### config.mk
export PLATFORM = sky130hd
export DESIGN_NAME = uart_tx_arbiter_flat
export DESIGN_NICKNAME = d
export VERILOG_FILES = /design/src/rtl/uart_pkg.sv /design/src/rtl/uart_tx_arbiter_if.sv /design/src/rtl/uart_rr_pick.sv /design/src/rtl/uart_tx_arbiter.sv /design/src/flat_wrapper.sv
export SDC_FILE = /design/constraint.sdc
export NUM_CORES = 1
export LEC_CHECK = 0
export ABC_AREA = 1
export CORE_MARGIN = 2
export CORE_UTILIZATION = 40
export CTS_CLUSTER_DIAMETER = 100
export DETAILED_ROUTE_END_ITERATION = 6
export DONT_BUFFER_PORTS = 1
export PLACE_DENSITY = 0.5
export SYNTH_ARGS = -nofsm -noshare
export SYNTH_HDL_FRONTEND = slang
export SYNTH_SLANG_ARGS = --single-unit
### constraint.sdc
create_clock -name clk -period 5.7 [get_ports clk]
set_input_delay 1.14 -clock clk [delete_from_list [all_inputs] [get_ports clk]]
set_output_delay 1.14 -clock clk [all_outputs]
set_load 0.01 [all_outputs]
### src/rtl/uart_pkg.sv
// Shared types and constants for the UART transmit arbiter slice.
package uart_pkg;

  typedef enum logic [1:0] {
    IDLE   = 2'd0,
    LOAD   = 2'd1,
    SETTLE = 2'd2
  } arb_state_e;

  localparam int MAX_REQ      = 8;
  localparam int SETTLE_CNT_W = 4;

endpackage

### src/rtl/uart_tx_arbiter_if.sv
// Client request bundle plus transmitter host-side write port.
// The slave modport is the arbiter's view; master is the clients/transmitter side.
interface uart_tx_arbiter_if #(
  parameter int NUM_REQ = 4
);
  logic [NUM_REQ-1:0]   req_valid;
  logic [8*NUM_REQ-1:0] req_data;
  logic [NUM_REQ-1:0]   req_last;
  logic [NUM_REQ-1:0]   req_ready;
  logic                 txrdy;
  logic [7:0]           tx_wdata;
  logic                 tx_we;

  modport master (
    output req_valid, req_data, req_last, txrdy,
    input  req_ready, tx_wdata, tx_we
  );

  modport slave (
    input  req_valid, req_data, req_last, txrdy,
    output req_ready, tx_wdata, tx_we
  );
endinterface

### src/rtl/uart_rr_pick.sv
// Combinational rotating-priority picker: first set request at or after ptr_i,
// wrapping modulo N.
module uart_rr_pick #(
  parameter int N   = 4,
  parameter int IDW = 2
) (
  input  logic [N-1:0]   req_i,
  input  logic [IDW-1:0] ptr_i,
  output logic [N-1:0]   gnt_oh_o,
  output logic [IDW-1:0] gnt_idx_o,
  output logic           any_o
);

  always_comb begin
    logic           found;
    logic [IDW-1:0] idx;
    // NOTE: every comb output gets a default before any branch, so no path leaves it unassigned (no latch).
    gnt_oh_o  = '0;
    gnt_idx_o = '0;
    found     = 1'b0;
    idx       = '0;
    for (int k = 0; k < N; k++) begin
      idx = IDW'((int'(ptr_i) + k) % N);
      if (!found && req_i[idx]) begin
        found         = 1'b1;
        gnt_oh_o[idx] = 1'b1;
        gnt_idx_o     = idx;
      end
    end
  end

  assign any_o = |req_i;

endmodule

### src/rtl/uart_tx_arbiter.sv
// Round-robin arbiter sharing one UART transmitter between NUM_REQ byte clients.
// Define UART_TX_ARB_PKT_LOCK_EN to keep a requester granted until its req_last byte.
module uart_tx_arbiter
  import uart_pkg::*;
#(
  parameter int NUM_REQ      = 4,
  parameter int TXRDY_SETTLE = 2
) (
  input  logic                       clk,
  input  logic                       reset_n,
  uart_tx_arbiter_if.slave           bus,
  output logic [$clog2(NUM_REQ)-1:0] grant_id_o,
  output logic                       busy_o
);

  localparam int IDW = $clog2(NUM_REQ);
  localparam logic [SETTLE_CNT_W-1:0] SETTLE_LOAD = SETTLE_CNT_W'(TXRDY_SETTLE - 1);

  arb_state_e              state_q, state_d;
  logic [IDW-1:0]          ptr_q, ptr_d, grant_id_q, grant_id_d, ptr_next, pick_idx;
  logic [7:0]              tx_wdata_q, tx_wdata_d, sel_data;
  logic [SETTLE_CNT_W-1:0] cnt_q, cnt_d;
  logic [NUM_REQ-1:0]      eligible, pick_oh, req_ready;
  logic                    pick_any, take, ptr_adv, tx_we;

  uart_rr_pick #(.N(NUM_REQ), .IDW(IDW)) u_pick (
    .req_i     (eligible),
    .ptr_i     (ptr_q),
    .gnt_oh_o  (pick_oh),
    .gnt_idx_o (pick_idx),
    .any_o     (pick_any)
  );

  always_comb begin
    sel_data = '0;
    for (int i = 0; i < NUM_REQ; i++) begin
      if (pick_oh[i]) sel_data |= bus.req_data[8*i +: 8];
    end
  end

  assign take     = (state_q == IDLE) && bus.txrdy && pick_any;
  assign ptr_next = (grant_id_q == IDW'(NUM_REQ - 1)) ? '0 : grant_id_q + 1'b1;

`ifdef UART_TX_ARB_PKT_LOCK_EN
  logic lock_q, lock_d, last_q, last_d;

  always_ff @(posedge clk or negedge reset_n) begin
    if (!reset_n) begin
      lock_q <= 1'b0;
      last_q <= 1'b0;
    end else begin
      lock_q <= lock_d;
      last_q <= last_d;
    end
  end

  // grant_id_q doubles as the locked index: it cannot change while locked.
  always_comb begin
    lock_d = lock_q;
    last_d = last_q;
    if (take)              last_d = bus.req_last[pick_idx];
    if (state_q == LOAD)   lock_d = !last_q;
  end

  assign eligible = lock_q ? (bus.req_valid & (NUM_REQ'(1) << grant_id_q)) : bus.req_valid;
  assign ptr_adv  = last_q;
`else
  assign eligible = bus.req_valid;
  assign ptr_adv  = 1'b1;
`endif

  // NOTE: sequential state uses non-blocking assignments so every register updates from pre-edge values.
  always_ff @(posedge clk or negedge reset_n) begin
    if (!reset_n) begin
      state_q    <= IDLE;
      ptr_q      <= '0;
      grant_id_q <= '0;
      tx_wdata_q <= '0;
      cnt_q      <= '0;
    end else begin
      state_q    <= state_d;
      ptr_q      <= ptr_d;
      grant_id_q <= grant_id_d;
      tx_wdata_q <= tx_wdata_d;
      cnt_q      <= cnt_d;
    end
  end

  always_comb begin
    state_d    = state_q;
    ptr_d      = ptr_q;
    grant_id_d = grant_id_q;
    tx_wdata_d = tx_wdata_q;
    cnt_d      = cnt_q;
    unique case (state_q)
      IDLE: begin
        if (take) begin
          state_d    = LOAD;
          grant_id_d = pick_idx;
          tx_wdata_d = sel_data;
        end
      end
      LOAD: begin
        state_d = SETTLE;
        cnt_d   = SETTLE_LOAD;
        if (ptr_adv) ptr_d = ptr_next;
      end
      SETTLE: begin
        // txrdy is deliberately ignored here; the transmitter clears it a cycle late.
        if (cnt_q == '0) state_d = IDLE;
        else             cnt_d   = cnt_q - 1'b1;
      end
      default: state_d = IDLE;
    endcase
  end

  always_comb begin
    tx_we     = 1'b0;
    req_ready = '0;
    busy_o    = 1'b1;
    unique case (state_q)
      IDLE: busy_o = 1'b0;
      LOAD: begin
        tx_we                 = 1'b1;
        req_ready[grant_id_q] = 1'b1;
      end
      SETTLE: busy_o = 1'b1;
      default: busy_o = 1'b0;
    endcase
  end

  assign bus.tx_we     = tx_we;
  assign bus.req_ready = req_ready;
  assign bus.tx_wdata  = tx_wdata_q;
  assign grant_id_o    = grant_id_q;

endmodule

### src/flat_wrapper.sv
// flat-port wrapper written by rule: the top's interface ports become plain ports
module uart_tx_arbiter_flat import uart_pkg::*;
#(
  parameter int NUM_REQ      = 4,
  parameter int TXRDY_SETTLE = 2
)
  (clk, reset_n, grant_id_o, busy_o, bus_req_valid, bus_req_data, bus_req_last, bus_txrdy, bus_req_ready, bus_tx_wdata, bus_tx_we);
  uart_tx_arbiter_if #(.NUM_REQ(NUM_REQ)) bus_i ();
  input  logic clk;
  input  logic reset_n;
  output logic [$clog2(NUM_REQ)-1:0] grant_id_o;
  output logic busy_o;
  input wire logic [$bits(bus_i.req_valid)-1:0] bus_req_valid;
  input wire logic [$bits(bus_i.req_data)-1:0] bus_req_data;
  input wire logic [$bits(bus_i.req_last)-1:0] bus_req_last;
  input wire logic [$bits(bus_i.txrdy)-1:0] bus_txrdy;
  output wire logic [$bits(bus_i.req_ready)-1:0] bus_req_ready;
  output wire logic [$bits(bus_i.tx_wdata)-1:0] bus_tx_wdata;
  output wire logic [$bits(bus_i.tx_we)-1:0] bus_tx_we;
  assign bus_i.req_valid = bus_req_valid;
  assign bus_i.req_data = bus_req_data;
  assign bus_i.req_last = bus_req_last;
  assign bus_i.txrdy = bus_txrdy;
  assign bus_req_ready = bus_i.req_ready;
  assign bus_tx_wdata = bus_i.tx_wdata;
  assign bus_tx_we = bus_i.tx_we;
  uart_tx_arbiter #(.NUM_REQ(NUM_REQ), .TXRDY_SETTLE(TXRDY_SETTLE)) u_core (.clk(clk), .reset_n(reset_n), .bus(bus_i), .grant_id_o(grant_id_o), .busy_o(busy_o));
endmodule
# Word level (Yosys, flattened, before mapping)
# Cells that the tools add are included.
[op_classes] addsub=5 order_cmp=10 eq_ne=6 n_mux=42 bitwise=6 reduce_logical=21
[ops] op="$mux W8" n=4
[ops] op="$mux W4" n=6
[ops] op="$or A8 B8 Y8" n=3
[ops] op="$lt A2 B3 Y1 const B" n=5
[ops] op="$mux W1" n=14
[ops] op="$mux W2" n=7
[ops] op="$or A4 B4 Y4" n=3
[ops] op="$demux W1 S2" n=5
[ops] op="$ge A2 B1 Y1 const B" n=5
[ops] op="$logic_and A1 B1 Y1" n=10
[ops] op="$bmux W1 S2" n=4
[ops] op="$pmux W4 S2" n=1
[ops] op="$pmux W2 S3" n=1
[ops] op="$reduce_and A2 Y1" n=3
[ops] op="$add A2 B1 Y2 const B" n=2
[ops] op="$add A2 B2 Y2 const B" n=2
[ops] op="$eq A2 B2 Y1 const B" n=2
[ops] op="$logic_not A4 Y1" n=1
[ops] op="$ne A2 B1 Y1 const B" n=2
[ops] op="$reduce_or A4 Y1" n=1
[ops] op="$sub A4 B1 Y4 const B" n=1
[ops] op="$logic_not A1 Y1" n=3
[ops] op="$eq A2 B1 Y1 const B" n=1
[ops] op="$logic_not A2 Y1" n=1
[ops] op="other kinds (3)" n=3
[totals] ff_bits=18 in_bits=43 word_cells=95

# Depth between registers and ports, before layout
# Gate-level depths: netlist of run 1.
[depth] depth_word=19 ltp_mapped=13

# Hierarchy
# A second synthesis of run 1 with hierarchy kept.
[unflattened] cells_unflattened=233 hier_area_um2=1630.3
[modules_own_cells] mod="uart_tx_arbiter" n_inst=1 cells_each=150 area_each_um2=1096.1 seq_area_each_um2=450.4
[modules_own_cells] mod="uart_rr_pick" n_inst=1 cells_each=83 area_each_um2=534.3 seq_area_each_um2=0.0

# Worst setup path after synthesis of run 1
# OpenSTA, ideal clock, no wires.
[synth_timing] path_type="input port to flip-flop" startpoint="input bus_req_valid[3]" endpoint="register u_core.tx_wdata_q[0], in the netlist u_core.bus.tx_wdata[0]" arrival_ns=2.096 setup_slack_ns=3.486 stages=11 path_cell_list="inv_1 -> nand2_1 -> nand3_4 -> nand2_4 -> nor2_2 -> a21oi_2 -> nand3_4 -> nand2_1 -> nand3_1 -> nor2_1 -> nor2_1"
[synth_via] elab_chain_len=19 elab_cells_between_ends=34
[synth_lines] element="from (decl)" line="flat_wrapper.sv:13" text="input wire logic [$bits(bus_i.req_valid)-1:0] bus_req_valid;"
[synth_lines] element="$bmux W1 S2" line="uart_rr_pick.sv:24" text="if (!found && req_i[idx]) begin"
[synth_lines] element="$mux W1 (not written as such)" line="uart_rr_pick.sv:24"
[synth_lines] element="$mux W1" line="uart_rr_pick.sv:24"
[synth_lines] element="$logic_not A1 Y1" line="uart_rr_pick.sv:24"
[synth_lines] element="$logic_and A1 B1 Y1" line="uart_rr_pick.sv:24"
[synth_lines] element="$mux W1" line="uart_rr_pick.sv:24"
[synth_lines] element="$logic_not A1 Y1" line="uart_rr_pick.sv:24"
[synth_lines] element="$logic_and A1 B1 Y1" line="uart_rr_pick.sv:24"
[synth_lines] element="[... 3 more ...]"
[synth_lines] element="$mux W4" line="uart_rr_pick.sv:24"
[synth_lines] element="$mux W8" line="uart_tx_arbiter.sv:37" text="if (pick_oh[i]) sel_data |= bus.req_data[8*i +: 8];"
[synth_lines] element="$or A8 B8 Y8" line="uart_tx_arbiter.sv:37"
[synth_lines] element="$mux W8" line="uart_tx_arbiter.sv:37"
[synth_lines] element="$or A8 B8 Y8" line="uart_tx_arbiter.sv:37"
[synth_lines] element="$mux W8" line="uart_tx_arbiter.sv:37"
[synth_lines] element="$or A8 B8 Y8" line="uart_tx_arbiter.sv:37"
[synth_lines] element="$mux W8" line="uart_tx_arbiter.sv:37"
[synth_lines] element="to (signal assigned)" line="uart_tx_arbiter.sv:84" text="tx_wdata_q <= tx_wdata_d;"
[synth_lines] element="to (decl)" line="uart_tx_arbiter.sv:21" text="logic [7:0] tx_wdata_q, tx_wdata_d, sel_data;"
# Parallel ways exist; a longest one is shown, timed or not. The select of a mux whose other input is x is not followed.
# A chain may end at the register's enable or synchronous reset.

# Worst setup path in the final report of run 1
[layout_timing] startpoint="register u_core.state_q[1]" endpoint="output bus_req_ready[0]"
[layout_via] elab_chain_len=2
[layout_lines] element="from (decl)" line="uart_tx_arbiter.sv:19" text="arb_state_e state_q, state_d;"
[layout_lines] element="from (signal assigned)" line="uart_tx_arbiter.sv:81" text="state_q <= state_d;"
[layout_lines] element="$eq A2 B1 Y1" line="uart_tx_arbiter.sv:121" text="unique case (state_q)"
[layout_lines] element="$mux W4" line="uart_tx_arbiter.sv:121"
[layout_lines] element="to (decl)" line="flat_wrapper.sv:17" text="output wire logic [$bits(bus_i.req_ready)-1:0] bus_req_ready;"
# Every way passes these cells.

==> results of run 1 <==
[cells in the final DEF (no fill, tap or decap), drive strengths merged, types with 4 or more instances in the layout]
cell,count
inv,24
nand2,82
nor2,31
clkbuf,4
ha,17
dfrtp,18
nand3,19
o21ai,7
[where the power goes]
part	leakage [nW]	total [mW]	internal (mW)	switching [mW]
logic	0.616	0.688	0.244	0.444
clock network	0.0288	0.102	0.0613	0.0411
registers	0.216	0.278	0.191	0.0868
total	0.860	1.07	0.496	0.572
[worst max-delay path: stages, from the launching register on]
cell and delay [ps]:
dfrtp_1 400, inv_1 80, ha_1 370, nand2_1 100, inv_1 110
[synthesized netlist by cell type]
library cell and n:
nand2_1 74, nor2_2 1, xnor2_1 1, nand3_1 11, nand4_1 3, a22oi_2 1, nor2_1 28, a21boi_0 2
o22ai_1 3, a21boi_2 1, nand3_4 4, o211ai_1 1, nor4_1 1, ha_1 17, a31oi_1 1, nand2_2 6
nor2_4 2, nand2_4 2, and3_1 1, clkbuf_1 2, dfrtp_1 18, nand3_2 4, a21oi_2 2, o21a_1 2
a41oi_1 2, buf_2 1, inv_2 2, a21oi_1 1, inv_1 22, o21ai_0 7
[cell families after synthesis]
logic type / count (synthesis) / share of synthesized area, %
adders and majority gates: 17 / 13.3
DFF: 18 / 28.1
buffers and inverters: 27 / 6.40
xor gates and xnor gates: 1 / 0.546
AOI/OAI and AO/OA: 23 / 10.1
and+or+nand+nor: 137 / 41.7
[sequential cells by signal, summed over array words and instances, names as in the netlist]
name                 count
u_core.ptr_q             2
u_core.grant_id_o        2
u_core.bus.tx_wdata      8
u_core.cnt_q             4
u_core.state_q           2
[metal layers]
metal | GRT usage, % | up-vias | part of all wire, %
li1 | - | 722 | -
met1 | 23.4 | 636 | 48
met2 | 28.0 | 51 | 45
met3 | 2.83 | 2 | 6.2
met4 | 3.32 | 0 | 0.50
met5 | 0 | - | 0
[worst max-delay path by stage]
stage / startpoint / to / slack [ps] / cells after the start
5_1_grt: u_core.ptr_q[1]$_DFFE_PN0P_ / u_core.bus.tx_wdata[3]$_DFFE_PN0P_ / 3050 / 12
3_5_place_dp: bus_req_valid[3] / u_core.bus.tx_wdata[0]$_DFFE_PN0P_ / 3260 / 11
4_1_cts: u_core.state_q[1]$_DFFE_PN0P_ / bus_req_ready[0] / 3240 / 4
2_1_floorplan: bus_req_valid[3] / u_core.bus.tx_wdata[0]$_DFFE_PN0P_ / 3490 / 11
3_3_place_gp: bus_req_valid[3] / u_core.bus.tx_wdata[0]$_DFFE_PN0P_ / 3250 / 11
6_report: u_core.state_q[1]$_DFFE_PN0P_ / bus_req_ready[0] / 3260 / 4
[final cells by class]
class | instances | share of cell area (%)
clock buffers | 4 | 3.21
inverters | 24 | 5.25
multi-input cells | 178 | 61.2
flip-flops and latches | 18 | 26.2
well taps | 50 | 3.64
repair buffers | 1 | 0.437
[per-stage QoR]
stage	worst slack (ps)	utilization, %	hold WS, ps	cell area, µm²
CTS	3240	43.5	482	1720
floorplan	3490	-	444	1600
global route	3050	43.5	500	1720
finish	3260	43.5	478	1720
detailed placement	3260	42.1	473	1660
global placement	3250	42.1	463	1660
==> results_dict.tcl, run 1 <==
set metrics [dict create \
    outcome "complete, no violations" \
    htreeDepth 1 \
    leakage_nw 0.860 \
    cp_max_fo 9 \
    r2r_end "u_core.bus.tx_wdata[0]$_DFFE_PN0P_" \
    finalNonFillerCells 275 \
    first_global_vias 1341 \
    synth.area.top_cells "dfrtp_1, nand2_1, ha_1" \
    grt_max_degree 22 \
    setup_viol 0 \
    viasPerCell 5.13 \
    clk_pin_slew_ps 60 \
    routabilityCongestion 0.844 \
    path_class "flop to output pin" \
    hold_viol_final 0 \
    dieArea_um2 4530 \
    finalMaxSlewViolations 0 \
    crit_path_start_kind "flop" \
    grt_usage_pct 16.9 \
    core_area_um2 3940 \
    place_inst 271 \
    clockRootBuffer "clkbuf_8" \
    ff2ff_path_depth 12 \
    port_buffers 0 \
    hold_start "u_core.cnt_q[3]$_DFFE_PN0P_" \
    multi_input_area_um2 1050 \
    die_x_um 67.3 \
    synth_area_leader_cell "dfrtp_1" \
    cellPowerDensity_nw_per_um2 622 \
    cts_tree "yes" \
    grt-ovfl-total 0 \
    slew_headroom_pct 72.5 \
    drc_errors 0 \
    power.total_mw 1.07 \
    first_pass_iters 4 \
    skew_ps 5.03 \
    antenna_found_initial 0 \
    drive_gt1_share_pct 13.3 \
    cts_sinks 18 \
    cp_data_arrival_time_ps 1300 \
    routedWlPerCell_um 13.0 \
    rsz0062_at_grt "false" \
    ant_nets 0 \
    ir_drop_mv 0.199 \
    worstMarginPinSlew_ps 413 \
    synth.top_cell.area_share_pct 28.1 \
    r2r_start "u_core.ptr_q[0]$_DFFE_PN0P_" \
    start_util_pct 40.7 \
    synth_seq_area_share_pct 28.1 \
    nFillCells 395 \
    end_kind "output pin" \
    fin_crit_ps 2440 \
    cts.path.max_buffers 2 \
    syn_nets 283 \
    max_freq_mhz 409 \
    cap_violations 0 \
    yosys_warnings 0 \
    rows 23 \
    area_growth_pct 7.02 \
    syn-cell-area_um2 1600 \
    post-cts-setup-buffer-count 0 \
    numCtsBuffers 3 \
    io_pins 59 \
    post_cts_resized 0 \
    syn_avg_cell_area_um2 7.19 \
    register_area_um2 450 \
    die_height_um 67.3 \
    hold-path-endpoint "u_core.cnt_q[3]$_DFFE_PN0P_" \
    synth_cells 223 \
    worst-r2r-setup-slack_ps 3330 \
    fin_setup_tns_ps 0 \
    period_share_pct 42.9 \
    hold_path_depth 1 \
    hold_buffers 0 \
    dp_hpwl_um 2950 \
    grt_pass1_wl_um 5990 \
    holdCritPathClass "flop to flop" \
    required_ps 4560 \
    worstSkewPairLatency_ps 250 \
    synth-seq-cells 18 \
    diodes 0 \
    drtIter0Drc 44 \
    vias 1411 \
    finalWirelength_um 3590 \
    fin_nets 286 \
    synth_cell_types 30 \
]
No activity file was read; power rests on OpenSTA's default activity.
==> run 2, diff against run 1 <==
==> constraint.sdc (replaced) <==
create_clock -name clk -period 2.5 [get_ports clk]
set_input_delay 0.5 -clock clk [delete_from_list [all_inputs] [get_ports clk]]
set_output_delay 0.5 -clock clk [all_outputs]
set_load 0.01 [all_outputs]
==> run 2 against run 1 <==
Against the previous run: cell area grew 2.3%; highest routed layer is now met3; sequential power grew 110%; flip-flop and latch count is the same; clock skew shrank 4.3 ps; register-to-register slack lost 2800 ps; clock-buffer cell count is the same; via count grew 1.2%; worst setup slack lost 2700 ps; sequential share of layout area shrank 0.60 points; total power grew 130%.
==> results_dict.tcl, run 2 (synthesis gave the netlist of run 1 again) <==
set metrics [dict create \
    largest_register_ffs 8 \
    layout_common_cells "nand2_1, nor2_1, inv_1" \
    hold_start "bus_req_data[6]" \
    vias 1428 \
    post-cts-setup-buffer-count 0 \
    hold_path_depth 4 \
    grt_usage_pct 17.8 \
    grt-ovfl-total 0 \
    clk_pin_slew_ps 70 \
    finalWirelength_um 3670 \
    path_class "flop to flop" \
    post_cts_resized 0 \
    hold_buffers 1 \
    max_freq_mhz 504 \
    finalMaxSlewViolations 0 \
    cts_tree "yes" \
    leakage_nw 0.884 \
    routabilityCongestion 0.835 \
    use_met1_pct 25.4 \
    slew_headroom_pct 44.8 \
    grt_max_degree 22 \
    ff2ff_path_depth 12 \
    cellPowerDensity_nw_per_um2 1420 \
    start_util_pct 40.7 \
    use_met3_pct 3.17 \
    drive_gt1_share_pct 14.8 \
    ir_drop_mv 0.432 \
    dieArea_um2 4530 \
    area_growth_pct 9.52 \
    grt_pass1_wl_um 6200 \
    nFillCells 407 \
    htreeDepth 1 \
    core_area_um2 3940 \
    holdCritPathClass "primary input to flop" \
    cts_sinks 18 \
    worstSkewPairLatency_ps 250 \
    drtIter0Drc 79 \
    die_x_um 67.3 \
    fin_crit_ps 1980 \
    grt-busiest-layer "met2" \
    required_ps 2640 \
    ant_nets 0 \
    clockRootBuffer "clkbuf_8" \
    worst-r2r-setup-slack_ps 520 \
    cp_max_fo 8 \
    fin_setup_tns_ps 0 \
    skew_ps 0.774 \
    period_share_pct 79.4 \
    outcome "complete, no violations" \
    r2r_start "u_core.ptr_q[0]$_DFFE_PN0P_" \
    grt_use_met2_pct 28.0 \
    cp_data_arrival_time_ps 2120 \
    final_common_cell "nand2_1" \
    setup_viol 0 \
    numCtsBuffers 3 \
    dp_hpwl_um 2990 \
    rows 23 \
    crit_path_start_kind "flop" \
    fin_nets 291 \
    io_pins 59 \
    fin_ws_ps 516 \
    cts.path.max_buffers 2 \
    viasPerCell 5.10 \
    first_global_vias 1329 \
    diodes 0 \
    routedWlPerCell_um 13.1 \
    cp-startpoint "u_core.ptr_q[0]$_DFFE_PN0P_" \
    r2r_end "u_core.bus.tx_wdata[0]$_DFFE_PN0P_" \
    drc_errors 0 \
    first_pass_iters 4 \
    worstMarginPinSlew_ps 825 \
    die_height_um 67.3 \
    port_buffers 0 \
    preCtsSetupSlack_ps 510 \
    hold_viol_final 0 \
    hold-path-endpoint "u_core.bus.tx_wdata[6]$_DFFE_PN0P_" \
    antenna_found_initial 0 \
    rsz0062_at_grt "false" \
    end_kind "flop" \
    cap_violations 0 \
]
run 2: cell count changes in the layout (fill, tap and decap cells not counted), sizes merged:
cell,change
buf,+4
dlygate4sd3,+1
run 2: where the power goes:
group          total [mW]  switching [mW]  internal (mW)
sequential          0.592           0.156          0.436
clock               0.232          0.0919          0.140
combinational        1.67            1.08          0.597
total                2.50            1.33           1.17
run 2: worst max path at each step:
stage / to / slack, ps / cells past startpoint
finish: u_core.bus.tx_wdata[0]$_DFFE_PN0P_ / 520 / 12
detailed placement: u_core.bus.tx_wdata[0]$_DFFE_PN0P_ / 510 / 12
CTS: u_core.bus.tx_wdata[0]$_DFFE_PN0P_ / 490 / 12
floorplan: u_core.bus.tx_wdata[0]$_DFFE_PN0P_ / 510 / 12
global placement: u_core.bus.tx_wdata[0]$_DFFE_PN0P_ / 540 / 12
global route: u_core.bus.tx_wdata[0]$_DFFE_PN0P_ / 310 / 12
run 2: per-stage QoR:
step	area, µm²	utilization, %	total power [mW]	std cells	hold WS (ps)
global route	1760	44.6	2.80	280	499
CTS	1760	44.6	2.54	280	469
finish	1760	44.6	2.50	280	477
floorplan	1600	-	1.89	223	204
global placement	1690	42.9	2.25	275	205
detailed placement	1690	42.9	2.28	275	205
run 2: final cells by class:
| class | count | area [µm²] | share of cell area (%) |
|---|---|---|---|
| clock buffer | 4 | 55.1 | 3.13 |
| inverter | 24 | 90.1 | 5.13 |
| multi-input combinational | 178 | 1050 | 59.8 |
| sequential | 18 | 450 | 25.6 |
| tap | 50 | 62.6 | 3.56 |
| timing repair buffer | 6 | 47.5 | 2.71 |
run 2: worst max-delay path, stage by stage (launching register included):
cell	delay (ps)
dfrtp_1	370
inv_2	50
ha_1	340
inv_1	130
nand3_1	100
nand2_2	100
nor2_2	90
a22oi_2	130
nand3_2	180
nand2_1	100
nand2_1	50
nor2_1	160
nor2_1	50
run 2: routing by layer:
metal | up-vias | wire [µm]
met5 | - | 0
met4 | 0 | 0
met3 | 0 | 232
li1 | 731 | -
met1 | 650 | 1790
met2 | 47 | 1650
